File: config.mk
export PLATFORM = sky130hd
export DESIGN_NAME = elevator_call_scheduler_flat
export DESIGN_NICKNAME = d
export VERILOG_FILES = /design/src/rtl/elevator_call_scheduler_if.sv /design/src/rtl/elevator_call_scheduler.sv /design/src/flat_wrapper.sv
export SDC_FILE = /design/constraint.sdc
export NUM_CORES = 1
export LEC_CHECK = 0
export BUFFER_PORTS_ARGS = -buffer_cell sky130_fd_sc_hd__buf_4
export CAP_MARGIN = 5
export CORE_AREA = 8 8 80 82
export CTS_BUF_LIST = sky130_fd_sc_hd__clkbuf_4 sky130_fd_sc_hd__clkbuf_8
export CTS_CLUSTER_SIZE = 40
export DETAILED_ROUTE_END_ITERATION = 7
export DIE_AREA = 0 0 88 90
export HOLD_SLACK_MARGIN = 0.06
export PLACE_DENSITY_LB_ADDON = 0.2
export SYNTH_ARGS = -nofsm -noshare
export SYNTH_HDL_FRONTEND = slang
export SYNTH_SLANG_ARGS = --single-unit
File: constraint.sdc
create_clock -name clk -period 1.9 [get_ports clk]
set_input_delay 0.285 -clock clk [delete_from_list [all_inputs] [get_ports clk]]
set_output_delay 0.285 -clock clk [all_outputs]
set_load 0.01 [all_outputs]
File: src/rtl/elevator_call_scheduler_if.sv
// Elevator call scheduler bus: call buttons and core feedback in,
// dispatched target and status out.
// Optional feature macro: FIRE_RECALL_EN adds Fire_Recall / Fire_Active.
interface elevator_call_scheduler_if #(
    parameter int unsigned NUM_FLOORS = 16
) ();
    logic [NUM_FLOORS-1:0] Call_Req;
    logic [3:0]            Current_Floor;
    logic                  Complete;
    logic [3:0]            Request_Floor;
    logic                  Request_Valid;
    logic [NUM_FLOORS-1:0] Pending;
    logic                  Sweep_Dir;
    logic                  Stuck_Alert;
`ifdef FIRE_RECALL_EN
    logic                  Fire_Recall;
    logic                  Fire_Active;

    // Scheduler side
    modport master (
        input  Call_Req, Current_Floor, Complete, Fire_Recall,
        output Request_Floor, Request_Valid, Pending, Sweep_Dir, Stuck_Alert, Fire_Active
    );

    // Buttons / elevator core side
    modport slave (
        output Call_Req, Current_Floor, Complete, Fire_Recall,
        input  Request_Floor, Request_Valid, Pending, Sweep_Dir, Stuck_Alert, Fire_Active
    );
`else
    // Scheduler side
    modport master (
        input  Call_Req, Current_Floor, Complete,
        output Request_Floor, Request_Valid, Pending, Sweep_Dir, Stuck_Alert
    );

    // Buttons / elevator core side
    modport slave (
        output Call_Req, Current_Floor, Complete,
        input  Request_Floor, Request_Valid, Pending, Sweep_Dir, Stuck_Alert
    );
`endif
endinterface

File: src/rtl/elevator_call_scheduler.sv
// Elevator call scheduler: latches floor calls into a pending bitmap,
// dispatches targets in SCAN order, retires on Complete at the target
// floor and raises Stuck_Alert if a dispatch waits too long.
// Optional feature macro: FIRE_RECALL_EN (fire-service recall to RECALL_FLOOR).
module elevator_call_scheduler #(
    parameter int unsigned NUM_FLOORS   = 16,
    parameter int unsigned WAIT_TIMEOUT = 600
`ifdef FIRE_RECALL_EN
    ,
    parameter int unsigned RECALL_FLOOR = 0
`endif
) (
    input  logic                        clk,
    input  logic                        reset,
    elevator_call_scheduler_if.master   bus
);

    typedef enum logic [1:0] {
        S_IDLE,
        S_SELECT,
        S_WAIT_DONE
    } state_t;

    localparam logic [3:0] LAST_FLOOR  = 4'(NUM_FLOORS - 1);
    localparam logic [9:0] TIMEOUT_CNT = (WAIT_TIMEOUT > 1023) ? 10'd1023 : 10'(WAIT_TIMEOUT);
`ifdef FIRE_RECALL_EN
    localparam logic [3:0] RECALL_IDX  = 4'(RECALL_FLOOR);
`endif

    state_t                r_state;
    logic [NUM_FLOORS-1:0] r_pending;
    logic [3:0]            r_req_floor;
    logic                  r_req_valid;
    logic                  r_sweep_dir;
    logic                  r_stuck;
    logic                  r_armed;
    logic [9:0]            r_timer;
`ifdef FIRE_RECALL_EN
    logic                  r_fire;
    logic                  w_fire_nxt;
`endif

    state_t                w_state_nxt;
    logic [NUM_FLOORS-1:0] w_pending_nxt;
    logic [3:0]            w_req_floor_nxt;
    logic                  w_req_valid_nxt;
    logic                  w_sweep_dir_nxt;
    logic                  w_stuck_nxt;
    logic                  w_armed_nxt;
    logic [9:0]            w_timer_nxt;

    logic [3:0]            w_cf;
    logic                  w_up_found;
    logic [3:0]            w_up_floor;
    logic                  w_dn_found;
    logic [3:0]            w_dn_floor;
    logic                  w_retire;
    logic [9:0]            w_timer_inc;
    logic [NUM_FLOORS-1:0] w_clear;
    logic [NUM_FLOORS-1:0] w_calls;

    // Clamp floor, locate nearest pending floor at/above and at/below it
    always_comb begin
        w_cf       = (bus.Current_Floor > LAST_FLOOR) ? LAST_FLOOR : bus.Current_Floor;
        w_up_found = 1'b0;
        w_up_floor = '0;
        w_dn_found = 1'b0;
        w_dn_floor = '0;
        for (int unsigned i = 0; i < NUM_FLOORS; i++) begin
            if (!w_up_found && r_pending[i] && (i >= 32'(w_cf))) begin
                w_up_found = 1'b1;
                w_up_floor = 4'(i);
            end
            if (r_pending[i] && (i <= 32'(w_cf))) begin
                w_dn_found = 1'b1;
                w_dn_floor = 4'(i);
            end
        end
    end

    // Next-state, dispatch, retire, watchdog and call capture
    always_comb begin
        w_state_nxt     = r_state;
        w_req_floor_nxt = r_req_floor;
        w_req_valid_nxt = r_req_valid;
        w_sweep_dir_nxt = r_sweep_dir;
        w_stuck_nxt     = r_stuck;
        w_armed_nxt     = r_armed;
        w_timer_nxt     = r_timer;
        w_retire        = 1'b0;
        w_timer_inc     = (r_timer == '1) ? r_timer : r_timer + 10'd1;
`ifdef FIRE_RECALL_EN
        w_fire_nxt      = bus.Fire_Recall;
`endif

        case (r_state)
            S_IDLE: begin
                if (|r_pending) begin
                    w_state_nxt = S_SELECT;
                end
            end
            S_SELECT: begin
                if (|r_pending) begin
                    if (r_sweep_dir) begin
                        if (w_up_found) begin
                            w_req_floor_nxt = w_up_floor;
                        end else begin
                            w_req_floor_nxt = w_dn_floor;
                            w_sweep_dir_nxt = 1'b0;
                        end
                    end else begin
                        if (w_dn_found) begin
                            w_req_floor_nxt = w_dn_floor;
                        end else begin
                            w_req_floor_nxt = w_up_floor;
                            w_sweep_dir_nxt = 1'b1;
                        end
                    end
                    w_req_valid_nxt = 1'b1;
                    w_armed_nxt     = 1'b0;
                    w_timer_nxt     = '0;
                    w_state_nxt     = S_WAIT_DONE;
                end else begin
                    w_state_nxt = S_IDLE;
                end
            end
            S_WAIT_DONE: begin
                // Armed gate: the core pulses Complete low even for a same-floor target
                if (r_armed && bus.Complete && (bus.Current_Floor == r_req_floor)) begin
                    w_retire        = 1'b1;
                    w_req_valid_nxt = 1'b0;
                    w_stuck_nxt     = 1'b0;
                    w_state_nxt     = S_IDLE;
                end else begin
                    if (!bus.Complete) begin
                        w_armed_nxt = 1'b1;
                    end
                    w_timer_nxt = w_timer_inc;
                    if (w_timer_inc == TIMEOUT_CNT) begin
                        w_stuck_nxt = 1'b1;
                    end
                end
            end
            default: begin
                w_state_nxt = S_IDLE;
            end
        endcase

        for (int unsigned i = 0; i < NUM_FLOORS; i++) begin
            w_clear[i] = w_retire && (r_req_floor == 4'(i));
        end
        w_calls       = bus.Call_Req;
        // Clear after set: a new call for the floor being retired is dropped
        w_pending_nxt = (r_pending | w_calls) & ~w_clear;

`ifdef FIRE_RECALL_EN
        // Recall overrides whatever the normal sweep decided this cycle
        if (bus.Fire_Recall && !r_fire) begin
            w_pending_nxt   = '0;
            w_req_floor_nxt = RECALL_IDX;
            w_req_valid_nxt = 1'b1;
            w_armed_nxt     = 1'b0;
            w_timer_nxt     = '0;
            w_state_nxt     = S_WAIT_DONE;
        end else if (r_fire && bus.Fire_Recall) begin
            w_pending_nxt = '0;
            if (w_retire) begin
                w_req_valid_nxt = 1'b1;
            end
        end else if (r_fire) begin
            w_pending_nxt   = '0;
            w_req_valid_nxt = 1'b0;
            w_armed_nxt     = 1'b0;
            w_timer_nxt     = '0;
            w_state_nxt     = S_IDLE;
        end
`endif
    end

    // State and datapath registers
    always_ff @(posedge clk) begin
        if (!reset) begin
            r_state     <= S_IDLE;
            r_pending   <= '0;
            r_req_floor <= '0;
            r_req_valid <= 1'b0;
            r_sweep_dir <= 1'b1;
            r_stuck     <= 1'b0;
            r_armed     <= 1'b0;
            r_timer     <= '0;
`ifdef FIRE_RECALL_EN
            r_fire      <= 1'b0;
`endif
        end else begin
            r_state     <= w_state_nxt;
            r_pending   <= w_pending_nxt;
            r_req_floor <= w_req_floor_nxt;
            r_req_valid <= w_req_valid_nxt;
            r_sweep_dir <= w_sweep_dir_nxt;
            r_stuck     <= w_stuck_nxt;
            r_armed     <= w_armed_nxt;
            r_timer     <= w_timer_nxt;
`ifdef FIRE_RECALL_EN
            r_fire      <= w_fire_nxt;
`endif
        end
    end

    assign bus.Request_Floor = r_req_floor;
    assign bus.Request_Valid = r_req_valid;
    assign bus.Pending       = r_pending;
    assign bus.Sweep_Dir     = r_sweep_dir;
    assign bus.Stuck_Alert   = r_stuck;
`ifdef FIRE_RECALL_EN
    assign bus.Fire_Active   = r_fire;
`endif

endmodule

File: src/flat_wrapper.sv
// flat-port wrapper written by rule: the top's interface ports become plain ports
module elevator_call_scheduler_flat 
#(
    parameter int unsigned NUM_FLOORS   = 16,
    parameter int unsigned WAIT_TIMEOUT = 600

)
  (clk, reset, bus_Call_Req, bus_Current_Floor, bus_Complete, bus_Request_Floor, bus_Request_Valid, bus_Pending, bus_Sweep_Dir, bus_Stuck_Alert);
  elevator_call_scheduler_if #(.NUM_FLOORS(NUM_FLOORS)) bus_i ();
  input  logic clk;
  input  logic reset;
  input wire logic [$bits(bus_i.Call_Req)-1:0] bus_Call_Req;
  input wire logic [$bits(bus_i.Current_Floor)-1:0] bus_Current_Floor;
  input wire logic [$bits(bus_i.Complete)-1:0] bus_Complete;
  output wire logic [$bits(bus_i.Request_Floor)-1:0] bus_Request_Floor;
  output wire logic [$bits(bus_i.Request_Valid)-1:0] bus_Request_Valid;
  output wire logic [$bits(bus_i.Pending)-1:0] bus_Pending;
  output wire logic [$bits(bus_i.Sweep_Dir)-1:0] bus_Sweep_Dir;
  output wire logic [$bits(bus_i.Stuck_Alert)-1:0] bus_Stuck_Alert;
  assign bus_i.Call_Req = bus_Call_Req;
  assign bus_i.Current_Floor = bus_Current_Floor;
  assign bus_i.Complete = bus_Complete;
  assign bus_Request_Floor = bus_i.Request_Floor;
  assign bus_Request_Valid = bus_i.Request_Valid;
  assign bus_Pending = bus_i.Pending;
  assign bus_Sweep_Dir = bus_i.Sweep_Dir;
  assign bus_Stuck_Alert = bus_i.Stuck_Alert;
  elevator_call_scheduler #(.NUM_FLOORS(NUM_FLOORS), .WAIT_TIMEOUT(WAIT_TIMEOUT)) u_core (.clk(clk), .reset(reset), .bus(bus_i));
endmodule
==> results.toml, run 1 <==
[routing]
drt-wirelength-per-cell_um = 17.1
route.detailed.drc = 0
viasPerCell = 5.94
drt_wl_total_mm = 9.80
initialDrtViolationCount = 258
via_count = 3395
drtPass1Iterations = 5
ant_nets = 0

[timing]
post-route-min-period_ns = 2.03
worst_pin_slew_ns = 0.539
setup_slack_ns = -0.126
relSlewSlack_pct = 64.0
min_period_over_period_pct = 107
setup_tns_ns = -0.285
slew_violations = 0
rsz0062_at_grt = "yes"
skew_ns = 0.00379
max_freq_mhz = 494
hold_viol_final = 0
hold_ws_ns = 0.275
setup_viol = 5

[clocking]
clock_latency_ns = 0.29
h-tree-depth = 2
root_buffer = "clkbuf_8"
numCtsBuffers = 5
cts_buffer_depth = 2
path_clk_slew_ns = 0.07
cts_sinks = 36
cts_tree = "done"

[critical_path]
max_stage_delay_ns = 0.51
cp_max_fo = 6
critPathBufInv = 0
r2r_slack_ns = -0.13
required_ns = 2.10
crit_arrival_ns = 2.23
rr_startpoint = "u_core.bus.Pending[11]"
end_kind = "flip-flop"
critPathTopFamily = "compound AO/OA/AOI/OAI gates"
path_cells = "or2_4, o311ai_4, or4b_4, a21oi_4, a211oi_1, a211o_1, a221oi_2"
rr_endpoint = "u_core.bus.Request_Floor[2]"
crit_path_start_kind = "flip-flop"
reg2regPathDepth = 7
path_class = "reg2reg"
slowest_stage = "or4b_4"

[power]
powerDensity_nw_per_um2 = 593
design_power_total_uw = 2420
ir_drop_mv = 0.510
swShare_pct = 35.3
power_frac_comb_pct = 41.2
p_leak_uw = 0.00176
p_int_uw = 1570
p_seq_share_pct = 36.4
p_switching_uw = 853
power.clock.fraction_pct = 22.4

[logic_synthesis]
avgSynthCellArea_um2 = 7.53
synth_nets = 381
synth-seq-cells = 36
synth_edf_count = 0
synthCells = 354
syn-cell-area_um2 = 2670
async_flop_share_pct = 0
yosys_warnings = 0
ys_seq_area_share_pct = 27.0
ys_types = 71
synth_flop_cell = "dfxtp_1"

[die]
core_um2 = 5240
start_util_pct = 50.9
fp.dieH_um = 90
ios = 46
die-area_um2 = 7920
die_w_um = 88
rows = 27

[finish]
nFillCells = 403
antenna_cells = 0
drive_above_1_share_pct = 43.2
stdcell_area_um2 = 4080
fin_nets = 527
syn_to_final_growth_pct = 53.2

[place]
place_congestion = 0.948
post_dp_cell_area_um2 = 3830
dpl_worst_slack_ns = -0.279
port-buffer-count = 45
dp_hpwl_mm = 7.68

[worst_hold_path]
holdPathStages = 2
min_from = "bus_Call_Req[15]"
min_to = "u_core.bus.Pending[15]"
hold_class = "in2reg"

[outcome]
violations = "negative setup slack"
status = "finished, violations left"

[flow_run]
cap_violations = 0

[grt]
first_global_vias = 3444
overflow = 0
grt_max_degree = 18
antenna_found_initial = 0
grt_first_pass_wirelength_mm = 16.2
grt_use_total_pct = 25.4
-- per-stage QoR --
step / util [%] / cells
finish: 78.0 / 572
global route: 78.0 / 572
CTS: 77.0 / 569
detailed placement: 73.1 / 560
global placement: 73.1 / 560
floorplan: - / 354
-- kinds of logic (layout without fill, tap and decap cells) --
| logic type | Yosys count | in the layout | synth area share, % |
|---|---|---|---|
| AOI/OAI and AO/OA | 149 | 149 | 36.3 |
| xor gates and xnor gates | 2 | 2 | 0.657 |
| adders and majority gates | 5 | 5 | 2.25 |
| buffers and inverters | 38 | 184 | 7.61 |
| DFF | 36 | 36 | 27.0 |
| muxes | 2 | 2 | 0.751 |
| and+or+nand+nor | 122 | 122 | 25.4 |
-- sequential cells by signal (all words and copies together) (netlist names) --
name / cells
u_core.bus.Pending: 16
u_core.bus.Request_Floor: 4
u_core.bus.Request_Valid: 1
u_core.bus.Stuck_Alert: 1
u_core.bus.Sweep_Dir: 1
u_core.r_armed: 1
u_core.r_state: 2
u_core.r_timer: 10
-- area by class of cell --
cell class	instances	area (um^2)	share of cell area [%]
Multi-Input combinational cell	280	1920	46.9
Inverter	18	67.6	1.65
Tap cell	72	90.1	2.21
Clock inverter	1	5.00	0.123
Sequential cell	36	736	18.0
Clock buffer	6	76.3	1.87
Timing Repair Buffer	159	1190	29.2
-- power by group through the flow --
stage	Combinational (uW)	Sequential, uW	Clock, uW
5_1_grt	1070	886	578
2_1_floorplan	463	893	0
4_1_cts	958	876	551
3_5_place_dp	915	887	0
3_3_place_gp	896	885	0
6_report	998	880	542
-- layer usage --
layer	up-vias	GRT usage, %	part of all wire [%]
li1	1615	-	-
met1	1625	30.1	41
met2	130	43.4	51
met3	25	5.28	6.1
met4	0	8.61	1.9
met5	-	0	0
-- cell usage after synthesis, types with 3 or more instances --
| library cell | count | area share [%] |
|---|---|---|
| o21ai_0 | 42 | 7.9 |
| a21oi_1 | 37 | 6.9 |
| dfxtp_1 | 36 | 27 |
| nand2_1 | 31 | 4.4 |
| nor2_1 | 21 | 3.0 |
| inv_1 | 17 | 2.4 |
| nand3_1 | 12 | 2.3 |
| nor2b_1 | 10 | 2.3 |
| clkbuf_1 | 9 | 1.3 |
| a31oi_1 | 8 | 1.9 |
| buf_6 | 7 | 3.0 |
| nor3_1 | 7 | 1.3 |
| a211oi_1 | 6 | 1.7 |
| a211o_1 | 5 | 1.6 |
| and2_1 | 5 | 1.2 |
| nand2b_1 | 5 | 1.2 |
| o211ai_1 | 5 | 1.4 |
| o21a_1 | 5 | 1.4 |
| a21oi_2 | 4 | 1.3 |
| ha_1 | 4 | 1.9 |
| nand4_1 | 4 | 0.94 |
| nor4_1 | 4 | 0.94 |
| a21boi_0 | 3 | 0.85 |
| a41oi_1 | 3 | 0.99 |
| o21ai_1 | 3 | 0.56 |
| o22ai_1 | 3 | 0.70 |
-- what timing repair did --
| action | 4_1_cts | 5_1_grt |
|---|---|---|
| hold buffers | 0 | 0 |
| endpoints found under the setup margin | 20 | 31 |
| setup buffers | 2 | 3 |
| pin swaps | 9 | 6 |
| resized for setup | 23 | 12 |
| endpoints found under the hold margin | 0 | 0 |
-- placed cells by master, fill, tap and decap left out, drive strengths merged, types with 6 or more instances in the layout --
cell,instances
a211oi,6
a21oi,41
a31oi,8
buf,159
clkbuf,6
dfxtp,36
inv,18
nand2,32
nand3,13
nor2,22
nor2b,10
nor3,7
o21ai,46
-- worst max path at each step --
| stage | from | to | cells past startpoint | slack (ns) |
|---|---|---|---|---|
| detailed placement | bus_Current_Floor[2] | u_core.bus.Request_Floor[2] | 7 | -0.28 |
| CTS | u_core.bus.Pending[11] | u_core.bus.Request_Floor[2] | 7 | -0.12 |
| finish | u_core.bus.Pending[11] | u_core.bus.Request_Floor[2] | 7 | -0.13 |
| floorplan | bus_Current_Floor[0] | u_core.bus.Request_Floor[2] | 7 | -0.06 |
| global route | u_core.bus.Pending[8] | u_core.bus.Request_Floor[2] | 7 | -0.18 |
| global placement | bus_Current_Floor[2] | u_core.bus.Request_Floor[2] | 7 | -0.23 |
Note: power is estimated with default switching activity, not from simulation.
==> inputs of run 2 (changes only) <==
--- a/config.mk
+++ b/config.mk
@@ -9,10 +9,11 @@
 export CAP_MARGIN = 5
 export CORE_AREA = 8 8 80 82
 export CTS_BUF_LIST = sky130_fd_sc_hd__clkbuf_4 sky130_fd_sc_hd__clkbuf_8
-export CTS_CLUSTER_SIZE = 40
+export CTS_CLUSTER_SIZE = 16
 export DETAILED_ROUTE_END_ITERATION = 7
 export DIE_AREA = 0 0 88 90
 export HOLD_SLACK_MARGIN = 0.06
+export MAX_ROUTING_LAYER = met4
 export PLACE_DENSITY_LB_ADDON = 0.2
 export SYNTH_ARGS = -nofsm -noshare
 export SYNTH_HDL_FRONTEND = slang
==> run 2 against run 1 <==
  * The run still ends with negative setup slack left
  * Non-clock buffer count shrank 5
  * Cell area decreased by 0.80%
  * Setup slack got worse by 0.039 ns
  * Clock skew grew 0.0022 ns
  * Via count fell by 1.6%
  * Register-to-register slack got worse by 0.04 ns
  * Global-route usage grew 0.073 points
  * Total power increased by 0.42%
  * First-iteration DRC count decreased by 2.7%
  * Cell count shrank 0.70%
  * Sequential share of layout area up 0.21 points
  * Largest cell class unchanged
  * Highest routed layer unchanged
==> results.toml, run 2 (synthesis results as in run 1) <==
[outcome]
status = "finished, violations left"
violations = "negative setup slack"

[routing]
wl_met3_um = 496
top_layer = "met4"
wl_met2_mm = 4.90
initialDrtViolationCount = 251
drt_wl_total_mm = 9.77
via_count = 3340
route.detailed.drc = 0
viasPerCell = 5.88
wl_met1_mm = 4.16
ant_nets = 0
drtPass1Iterations = 6
drt-wirelength-per-cell_um = 17.2

[clocking]
cts_tree = "done"
path_clk_slew_ns = 0.08
clock_latency_ns = 0.29
numCtsBuffers = 5
cts_sinks = 36
postCtsHoldBufs = 0
root_buffer = "clkbuf_8"
h-tree-depth = 2
cts_buffer_depth = 2

[place]
dp_hpwl_mm = 7.65
dp_cells = 557
dpl_worst_slack_ns = -0.294
place_congestion = 0.948
port-buffer-count = 45

[finish]
antenna_cells = 0
drive_above_1_share_pct = 43.8
nFillCells = 394
mostFrequentLayoutCells = "154 x buf_4, 38 x o21ai_0, 33 x a21oi_1"
seqCellArea_um2 = 738
fin_nets = 522
final_common_cell = "buf_4"
syn_to_final_growth_pct = 52.0
largest_register_ffs = 16
fin_cells = 568
multiInputGateArea_um2 = 1910

[grt]
grt_max_degree = 19
grt_use_total_pct = 25.5
grt_first_pass_wirelength_mm = 15.8
overflow = 0
antenna_found_initial = 0
first_global_vias = 3347

[timing]
post-route-min-period_ns = 2.06
relSlewSlack_pct = 64.7
worst_pin_slew_ns = 0.527
min_period_over_period_pct = 109
slew_violations = 0
hold_viol_final = 0
setup_tns_ns = -0.239
rsz0062_at_grt = "yes"
max_freq_mhz = 484
hold_ws_ns = 0.265
setup_viol = 6
setup_slack_ns = -0.165
skew_ns = 0.00595

[die]
core_um2 = 5240
die_w_um = 88
fp.dieH_um = 90
die-area_um2 = 7920
rows = 27
ios = 46
start_util_pct = 50.9

[power]
ir_drop_mv = 0.576
powerDensity_nw_per_um2 = 600
p_leak_uw = 0.00174

[worst_hold_path]
hold_class = "in2reg"

[critical_path]
end_kind = "flip-flop"
crit_path_start_kind = "flip-flop"
cp_max_fo = 6
path_class = "reg2reg"
required_ns = 2.12
crit_arrival_ns = 2.28

[flow_run]
cap_violations = 0
-- run 2: what timing repair did --
item / in CTS / in global routing
pin swaps: 3 / 7
endpoints found under the setup margin: 22 / 27
resized for setup: 15 / 24
setup buffers: 1 / 2
-- run 2: power breakdown --
| part | switching [uW] | total [uW] | internal (uW) |
|---|---|---|---|
| combinational | 489 | 969 | 480 |
| clock | 294 | 584 | 290 |
| sequential | 66.4 | 878 | 812 |
| total | 849 | 2430 | 1580 |
-- run 2: path summary, 6_finish.rpt --
check / from / endpoint / slack (ns) / depth (start not counted)
worst max-delay path: u_core.bus.Pending[11] / u_core.bus.Request_Floor[2] / -0.16 / 7
worst min-delay path: bus_Call_Req[0] / u_core.bus.Pending[0] / 0.27 / 3
worst max register to register: u_core.bus.Pending[11] / u_core.bus.Request_Floor[2] / -0.16 / 7
worst min register to register: u_core.bus.Request_Valid / u_core.bus.Request_Valid / 0.49 / 2
-- run 2: per-layer routing --
metal | vias to the layer above | GRT usage (%)
met2 | 113 | 41.7
met4 | 0 | 9.47
met1 | 1602 | 30.0
met3 | 23 | 4.64
met5 | - | -
li1 | 1602 | -
-- run 2: critical path, cell delays in order (launching register included) --
cell and delay, ns:
dfxtp_4 0.38, or2_4 0.26, o311ai_4 0.08, or4b_4 0.52, a21oi_4 0.18, a211oi_2 0.07, a211o_1 0.25, a221oi_2 0.25
-- run 2: final cells by class --
type                       instances  area share, %
tap                               72           2.22
clock buffer                       6           2.04
sequential                        36           18.2
timing repair buffer             154           28.5
inverter                          18           1.67
clock inverter                     2          0.247
multi-input combinational        280           47.1
-- run 2: per-stage QoR --
step	instance area, um^2	utilization [%]	power [uW]
floorplan	2730	-	1360
global placement	3800	72.6	1780
detailed placement	3800	72.6	1800
CTS	3950	75.4	2390
global route	4050	77.4	2550
finish	4050	77.4	2430
==> inputs of run 3 (changes only) <==
--- a/config.mk
+++ b/config.mk
@@ -7,14 +7,15 @@
 export LEC_CHECK = 0
 export BUFFER_PORTS_ARGS = -buffer_cell sky130_fd_sc_hd__buf_4
 export CAP_MARGIN = 5
-export CORE_AREA = 8 8 80 82
-export CTS_BUF_LIST = sky130_fd_sc_hd__clkbuf_4 sky130_fd_sc_hd__clkbuf_8
+export CORE_AREA = 8 8 82 84
+export CTS_BUF_LIST = sky130_fd_sc_hd__clkbuf_8 sky130_fd_sc_hd__clkbuf_16
 export CTS_CLUSTER_SIZE = 16
 export DETAILED_ROUTE_END_ITERATION = 7
-export DIE_AREA = 0 0 88 90
+export DIE_AREA = 0 0 90 92
 export HOLD_SLACK_MARGIN = 0.06
 export MAX_ROUTING_LAYER = met4
 export PLACE_DENSITY_LB_ADDON = 0.2
+export RECOVER_POWER = 100
 export SYNTH_ARGS = -nofsm -noshare
 export SYNTH_HDL_FRONTEND = slang
 export SYNTH_SLANG_ARGS = --single-unit
==> run 3 against run 2 <==
  * Count of clock-buffer cells in the layout stayed put
  * The run still ends with negative setup slack left
  * Critical path type unchanged
  * Highest routed layer unchanged
  * Clock power is 7.5% higher
  * Cell area is 1.4% higher
==> results.toml, run 3 (synthesis results as in run 1) <==
[grt]
grt_use_total_pct = 22.9
overflow = 0
antenna_found_initial = 0
grt_max_degree = 19
grt_first_pass_wirelength_mm = 15.3
first_global_vias = 3223

[die]
rows = 27
ios = 46
core_um2 = 5410
start_util_pct = 49.3
die-area_um2 = 8280
die_w_um = 90
fp.dieH_um = 92

[critical_path]
end_kind = "flip-flop"
cp-startpoint = "u_core.bus.Pending[10]"
max_stage_delay_ns = 0.52
r2r_slack_ns = -0.12
rr_startpoint = "u_core.bus.Pending[10]"
path_class = "reg2reg"
reg2regPathDepth = 7
rr_endpoint = "u_core.bus.Request_Floor[2]"
path_cells = "or2_4, o311ai_4, or4b_4, a21oi_4, a211oi_2, a211o_1, a221oi_2"
crit_path_start_kind = "flip-flop"
cp_max_fo = 6
slowest_stage = "or4b_4"
required_ns = 2.11
crit_arrival_ns = 2.24

[timing]
rsz0062_at_grt = "yes"
relSlewSlack_pct = 66.0
slew_violations = 0
worst_pin_slew_ns = 0.509
post-route-min-period_ns = 2.02
skew_ns = 0.00148
setup_viol = 4
max_freq_mhz = 494
hold_viol_final = 0
min_period_over_period_pct = 106
setup_slack_ns = -0.123

[routing]
initialDrtViolationCount = 205
drt_wl_total_mm = 9.57
ant_nets = 0
via_count = 3287
route.detailed.drc = 0
viasPerCell = 5.75
drtPass1Iterations = 5
drt-wirelength-per-cell_um = 16.7

[clocking]
h-tree-depth = 2
cts_tree = "done"
cts_buffer_depth = 2
cts_sinks = 36
path_clk_slew_ns = 0.07
numCtsBuffers = 5
root_buffer = "clkbuf_8"
clock_latency_ns = 0.29
postCtsHoldBufs = 0

[flow_run]
cap_violations = 0

[power]
p_leak_uw = 0.00175
ir_drop_mv = 0.501
powerDensity_nw_per_um2 = 609
design_power_total_uw = 2500

[finish]
fin_nets = 526
utilization_pct = 76.0
mostFrequentLayoutCells = "151 x buf_4, 38 x o21ai_0, 34 x a21oi_1"
drive_above_1_share_pct = 43.2
syn_to_final_growth_pct = 54.2
largest_register_ffs = 16
antenna_cells = 0
final_common_cell = "buf_4"

[place]
port-buffer-count = 45
place_congestion = 0.962
dp_hpwl_mm = 7.30

[worst_hold_path]
hold_class = "in2reg"
min_to = "u_core.bus.Pending[12]"
holdPathStages = 3
min_from = "bus_Call_Req[12]"

[outcome]
status = "finished, violations left"
violations = "negative setup slack"
[run 3: cell count changes in the layout (fill, tap and decap cells not counted), sizes merged]
cell | before | now
clkinvlp | 0 | 1
buf | 154 | 153
clkinv | 2 | 1
clkbuf | 6 | 11
[run 3: layout make-up]
| type | count | area (um^2) |
|---|---|---|
| multi-input cells | 280 | 1920 |
| fillers | 453 | 1300 |
| repair buffers | 158 | 1180 |
| flip-flops and latches | 36 | 739 |
| clock buffers | 6 | 93.8 |
| well taps | 72 | 90.1 |
| inverters | 18 | 67.6 |
| clock inverters | 2 | 12.5 |
[run 3: worst max-delay path by stage]
stage	endpoint	slack [ns]	cells after the start
floorplan	u_core.bus.Request_Floor[2]	-0.06	7
global placement	u_core.bus.Request_Floor[2]	-0.24	7
detailed placement	u_core.r_timer[6]	-0.27	9
CTS	u_core.bus.Request_Floor[2]	-0.12	7
global route	u_core.bus.Request_Floor[2]	-0.22	7
finish	u_core.bus.Request_Floor[2]	-0.12	7
[run 3: per-stage QoR]
step                      area (um^2)  TNS [ns]  cells  worst slack [ns]  hold WS, ns
after floorplan                  2730   -0.0576    354           -0.0576        0.423
after global placement           3830     -4.08    559            -0.236        0.466
after detailed placement         3830     -4.45    559            -0.274        0.471
after CTS                        4030    -0.194    570            -0.121        0.239
after global routing             4110     -2.64    572            -0.220        0.268
final                            4110    -0.348    572            -0.123        0.247
[run 3: where the power goes]
| part | internal, uW | leakage, uW | total (uW) | switching, uW |
|---|---|---|---|---|
| Sequential | 810 | 0.000300 | 881 | 70.4 |
| Combinational | 491 | 0.00139 | 993 | 501 |
| Clock | 335 | 0.0000523 | 628 | 292 |
| Total | 1640 | 0.00175 | 2500 | 864 |
[run 3: layer usage]
| metal | GRT usage, % | vias up | share of wire, % |
|---|---|---|---|
| li1 | - | 1621 | - |
| met3 | 3.91 | 27 | 4.9 |
| met1 | 27.3 | 1536 | 44 |
| met2 | 37.8 | 103 | 48 |
| met5 | - | - | 0 |
| met4 | 8.60 | 0 | 2.8 |
[run 3: worst max-delay path: cells and delay by family (launching register included)]
kind | cells | cell delay (ns)
simple gates | 2 | 0.78
flops | 1 | 0.38
compound gates | 5 | 0.78
[run 3: timing repair]
| action | CTS | global route |
|---|---|---|
| setup endpoints to repair | 17 | 31 |
| pin swaps | 7 | 4 |
| buffers inserted | 3 | 2 |
| resized for setup | 17 | 27 |
